==> src/rtl/phase_sequencer.sv <==
// ---------------------------------------------------------------------------
// phase_sequencer
//
// Multi-phase timing sequencer for multicycle datapath control. It steps
// through NUM_PHASES phases in order, and each phase dwells for a count taken
// live from dwell_cfg. The sequencer supports stall, abort, and one-shot or
// looping operation.
//
// Optional feature: define PHASE_SEQ_SKIP_EN to add skip_mask. Phases whose
// bit is set in skip_mask are skipped and take zero cycles.
//
// Ports:
//   clk        in   clock, rising edge
//   rst        in   asynchronous active-high reset
//   start      in   begin a sequence (honoured in IDLE only)
//   stall      in   freeze phase and counter while high (RUN only)
//   abort      in   synchronous cancel, highest priority
//   dwell_cfg  in   NUM_PHASES fields of CNT_W bits, field i = dwell of phase i
//   skip_mask  in   (PHASE_SEQ_SKIP_EN only) per-phase skip bits
//   busy       out  high while running
//   phase      out  current phase index
//   phase_oh   out  one-hot phase while busy, zero when idle
//   count      out  cycles elapsed in the current phase
//   phase_done out  final cycle of a phase (combinational)
//   seq_done   out  final cycle of the last phase (combinational)
// ---------------------------------------------------------------------------
module phase_sequencer #(
  parameter int NUM_PHASES = 4,
  parameter int CNT_W      = 5,
  parameter int LOOP       = 0,
  localparam int PH_W      = ($clog2(NUM_PHASES) > 1) ? $clog2(NUM_PHASES) : 1
) (
  input  logic                        clk,
  input  logic                        rst,
  input  logic                        start,
  input  logic                        stall,
  input  logic                        abort,
  input  logic [NUM_PHASES*CNT_W-1:0] dwell_cfg,
`ifdef PHASE_SEQ_SKIP_EN
  input  logic [NUM_PHASES-1:0]       skip_mask,
`endif
  output logic                        busy,
  output logic [PH_W-1:0]             phase,
  output logic [NUM_PHASES-1:0]       phase_oh,
  output logic [CNT_W-1:0]            count,
  output logic                        phase_done,
  output logic                        seq_done
);

  localparam logic [0:0] IDLE = 1'b0;
  localparam logic [0:0] RUN  = 1'b1;

  logic [0:0]       state;
  logic [CNT_W-1:0] dwell_arr [NUM_PHASES];
  logic [CNT_W-1:0] cur_dwell;
  logic             end_ph;
  logic             adv;
  logic             is_last;
  logic             has_first;
  logic             empty_start;
  logic [PH_W-1:0]  first_phase;
  logic [PH_W-1:0]  nxt_phase;

  always_comb begin
    for (int i = 0; i < NUM_PHASES; i++) begin
      dwell_arr[i] = dwell_cfg[i*CNT_W +: CNT_W];
    end
  end

  assign cur_dwell = dwell_arr[phase];
  // The >= compare makes a dwell lowered mid-phase end the phase at once.
  assign end_ph    = (count >= cur_dwell);
  assign adv       = (state == RUN) && !abort && !stall && end_ph;

`ifdef PHASE_SEQ_SKIP_EN
  logic has_next;

  // Descending scans leave the lowest qualifying index as the result.
  always_comb begin
    has_first   = 1'b0;
    first_phase = '0;
    has_next    = 1'b0;
    nxt_phase   = '0;
    for (int i = NUM_PHASES - 1; i >= 0; i--) begin
      if (!skip_mask[i]) begin
        has_first   = 1'b1;
        first_phase = PH_W'(i);
        if (PH_W'(i) > phase) begin
          has_next  = 1'b1;
          nxt_phase = PH_W'(i);
        end
      end
    end
  end

  assign is_last     = !has_next;
  // A fully masked start completes instantly without leaving IDLE.
  assign empty_start = (state == IDLE) && start && !abort && !has_first;
`else
  assign has_first   = 1'b1;
  assign first_phase = '0;
  assign nxt_phase   = phase + PH_W'(1);
  assign is_last     = (phase == PH_W'(NUM_PHASES - 1));
  assign empty_start = 1'b0;
`endif

  assign phase_done = adv;
  assign seq_done   = (adv && is_last) || empty_start;
  assign busy       = (state == RUN);

  always_comb begin
    phase_oh = '0;
    if (busy) begin
      phase_oh[phase] = 1'b1;
    end
  end

  always_ff @(posedge clk or posedge rst) begin
    if (rst) begin
      state <= IDLE;
      phase <= '0;
      count <= '0;
    end else begin
      case (state)
        IDLE: begin
          if (start && !abort && has_first) begin
            state <= RUN;
            phase <= first_phase;
            count <= '0;
          end
        end
        default: begin
          if (abort) begin
            state <= IDLE;
            phase <= '0;
            count <= '0;
          end else if (!stall) begin
            if (!end_ph) begin
              count <= count + CNT_W'(1);
            end else begin
              count <= '0;
              if (!is_last) begin
                phase <= nxt_phase;
              end else if ((LOOP != 0) && has_first) begin
                phase <= first_phase;
              end else begin
                state <= IDLE;
                phase <= '0;
              end
            end
          end
        end
      endcase
    end
  end

endmodule

==> config.mk <==
export PLATFORM = sky130hd
export DESIGN_NAME = phase_sequencer
export DESIGN_NICKNAME = d
export VERILOG_FILES = /design/src/rtl/phase_sequencer.sv
export SDC_FILE = /design/constraint.sdc
export NUM_CORES = 1
export LEC_CHECK = 0
export ABC_AREA = 1
export CAP_MARGIN = 20
export CORE_ASPECT_RATIO = 1.4
export CORE_MARGIN = 2
export CORE_UTILIZATION = 43
export CTS_CLUSTER_SIZE = 24
export DETAILED_ROUTE_END_ITERATION = 6
export GPL_ROUTABILITY_DRIVEN = 1
export PLACE_DENSITY = 0.88
export RECOVER_POWER = 25
export SETUP_SLACK_MARGIN = 0.1
export SLEW_MARGIN = 20
export SYNTH_ARGS = -nofsm -noshare
export SYNTH_HDL_FRONTEND = slang
export SYNTH_SLANG_ARGS = --single-unit
==> constraint.sdc <==
create_clock -name clk -period 4.75 [get_ports clk]
set_input_delay 0.95 -clock clk [delete_from_list [all_inputs] [get_ports clk]]
set_output_delay 0.95 -clock clk [all_outputs]
set_load 0.01 [all_outputs]
==> metrics.md <==
| Metric | Value |
|---|---|
| Status | completed |
| Reg2Reg Launch Point | phase[0] |
| Crit path arrival time | 3.19 ns |
| Setup crit end | seq_done |
| Core ar. | 0.001779 mm² |
| Skew-Pair Late Insertion Delay | 0.25 ns |
| FF+latch count, synth | 8 |
| Met3 Use GR | 2.000% |
| Max Clock Skew | 0.0007991 ns |
| Synthesis-to-layout area growth | 49.39% |
| Max_slew headroom | 66.35% |
| I/O pins | 39 |
| Cts bufs inserted | 3 |
| Worst VDD drop | 0.1735 mV |
| PortBufs | 38 |
| First-pass GRT wire length | 3339 µm |
| Leakage | 0.0006064 µW |
| Fin cells | 181 |
| Initial antenna violation count | 0 |
| Crit Path Max Fanout | 3 |
| GR Util met2 | 34.82% |
| Vias in the first global route | 860 |
| Drt via density | 5.227 |
| Row count | 18 |
| Netlist cell types | 21 |
| Pin count of the biggest net entering global routing | 17 |
| CTS Root Cell | clkbuf_4 |
| Post-CTS setup buffer count | 0 |
| Setup TNS | 0 ns |
| Clk pin slew, worst setup/hold paths | 0.05 ns |
| Post-Syn Area per Cell | 6.693 µm² |
| Critical R2R Capture | count[2] |
| GR peak layer | met2 |
| Post-Syn Nets | 158 |
| DR WL/cell | 11.92 µm |
| Clock sink total | 8 |
| Final setup viols | 0 |
| Pin slew with the least headroom to its limit | 0.5047 ns |
| Die X | 40.98 µm |
| First DRT Iteration DRCs | 10 |
| Final wirelength | 2157 µm |
| Final hold vios | 0 |
| CTS max path bufs | 2 |
| RSZ-0062 raised after global routing | false |
| Fin crit share | 87.23% |
| Overall power | 310.1 µW |
| Initial Util | 46.27% |
| Layout cell share with drive strength beyond 1 | 6.211% |
| Die Height | 55.77 µm |
| Worst R2R Setup Slack | 2.44 ns |
| Fmax | 0.2414 GHz |
| Max-cap violations | 0 |
| Cts hold-fix bufs | 0 |
| Syn. warnings | 0 |
| Total congestion overflow | 0 |
| Worst endpoint required time | 3.80 ns |
| H-tree levels | 1 |
| Crit end category | primary output |
| Vias | 946 |
| DRC Markers | 0 |
| Nets | 198 |
| Drt pass-1 iters | 4 |
| Die area | 0.002285 mm² |
| Ant. Diodes | 0 |
| Post-Syn Instances | 123 |
| RD Place Congestion | 0.8145 |
| Crit path kind | input port to primary output |
| Met1 GRT Util | 22.17% |
| Worst Hold Class | register to register |
| Min cycle time layout | 4.143 ns |
| Synthesized area | 823.3 µm² |
| CTS resizes | 0 |
| Hold_ws | 0.5851 ns |
| TritonCTS clock tree | built |
| Sequential-to-total area share from yosys stat | 24.32% |
| P per Cell Area | 252.1 mW/mm² |
| Gr usage total | 19.97% |
| Critical path launch point type | input port |
| Worst reg2reg path depth | 9 |
| Placed insts | 178 |
| Final HPWL DP | 1725 µm |
| Worst setup path start | dwell_cfg[9] |
| Max Slew Vio Count | 0 |
| Post-DRT Antenna Nets | 0 |
## report_power, final
part	switching [µW]	internal, µW	leakage, µW
logic	80.0	78.2	0.000484
registers	20.9	79.1	0.000109
clock network	23.0	28.9	0.0000138
total	124	186	0.000606
## worst min path at each step
stage | cells past startpoint | to | from
2_1_floorplan | 2 | count[0] | count[0]
3_5_place_dp | 2 | count[0] | count[0]
3_3_place_gp | 2 | count[0] | count[0]
5_1_grt | 2 | phase[1] | phase[1]
4_1_cts | 2 | count[0] | count[0]
6_report | 2 | count[0] | count[0]
## cells in the final DEF, fill, tap and decap left out, types with 2 or more instances in the layout
cell type	n
nor2_1	10
o21ai_0	5
dfrtp_1	8
nand2_1	45
clkbuf_4	3
nand3_1	5
clkdlybuf4s50_1	37
ha_1	10
a21oi_1	5
inv_1	16
inv_2	2
nand4_1	2
a32o_1	4
## layer usage
layer	part of all wire [%]	vias to the layer above
li1	-	473
met1	41	450
met2	54	21
met3	4.4	2
met4	0.46	0
met5	0	-
## flip-flops by register name (all words and copies together) (netlist names)
signal  flops
count       5
phase       2
busy        1
## cell type report
class | instances | area (µm²)
fill | 170 | 549.3
multi-input combinational | 93 | 530.5
timing repair buffer | 38 | 380.4
sequential | 8 | 200.2
inverter | 19 | 71.32
tap | 20 | 25.02
clock buffer | 3 | 22.52
## per-stage QoR
step	util, %	setup WS [ns]	instance area, µm²
6_report	69.13	0.6068	1230
5_1_grt	69.13	0.4625	1230
4_1_cts	69.13	0.6067	1230
3_5_place_dp	67.86	0.6100	1207
3_3_place_gp	67.86	0.6509	1207
2_1_floorplan	-	1.601	823.3
## logic make-up (layout without fill, tap and decap cells)
group / after synthesis / after routing / share of synthesized area [%]
flip-flops: 8 / 8 / 24.32
AND/OR/NAND/NOR: 68 / 68 / 37.54
adder cells (fa/ha/maj): 10 / 10 / 15.20
buffers and inverters: 22 / 60 / 11.25
AO/OA/AOI/OAI: 15 / 15 / 11.70
## cell usage after synthesis
master,n,share of area (%)
o21ai_0,5,3.0
nand2_2,1,0.76
buf_2,2,1.2
nand3_1,5,3.0
clkinv_1,1,0.46
nor2_1,10,4.6
dfrtp_1,8,24
ha_1,10,15
nand4_1,2,1.5
nand2_4,1,1.4
a32o_1,4,4.9
nor3_1,1,0.61
nor2_4,1,1.4
buf_6,1,1.4
nand2_1,45,21
a21oi_1,5,3.0
o22ai_1,1,0.76
inv_1,16,7.3
nand4_4,1,2.6
inv_2,2,0.91
nand3_2,1,1.2
## worst max-delay path, cell delays in order
cell	delay, ns
clkdlybuf4s50_1	0.46
nand2_1	0.05
a32o_1	0.27
ha_1	0.29
nand2_1	0.07
nor2_1	0.10
nand2_1	0.10
nand3_1	0.13
nand2_1	0.08
nor3_1	0.14
clkdlybuf4s50_1	0.56
Note: power is estimated with default switching activity, not from simulation.
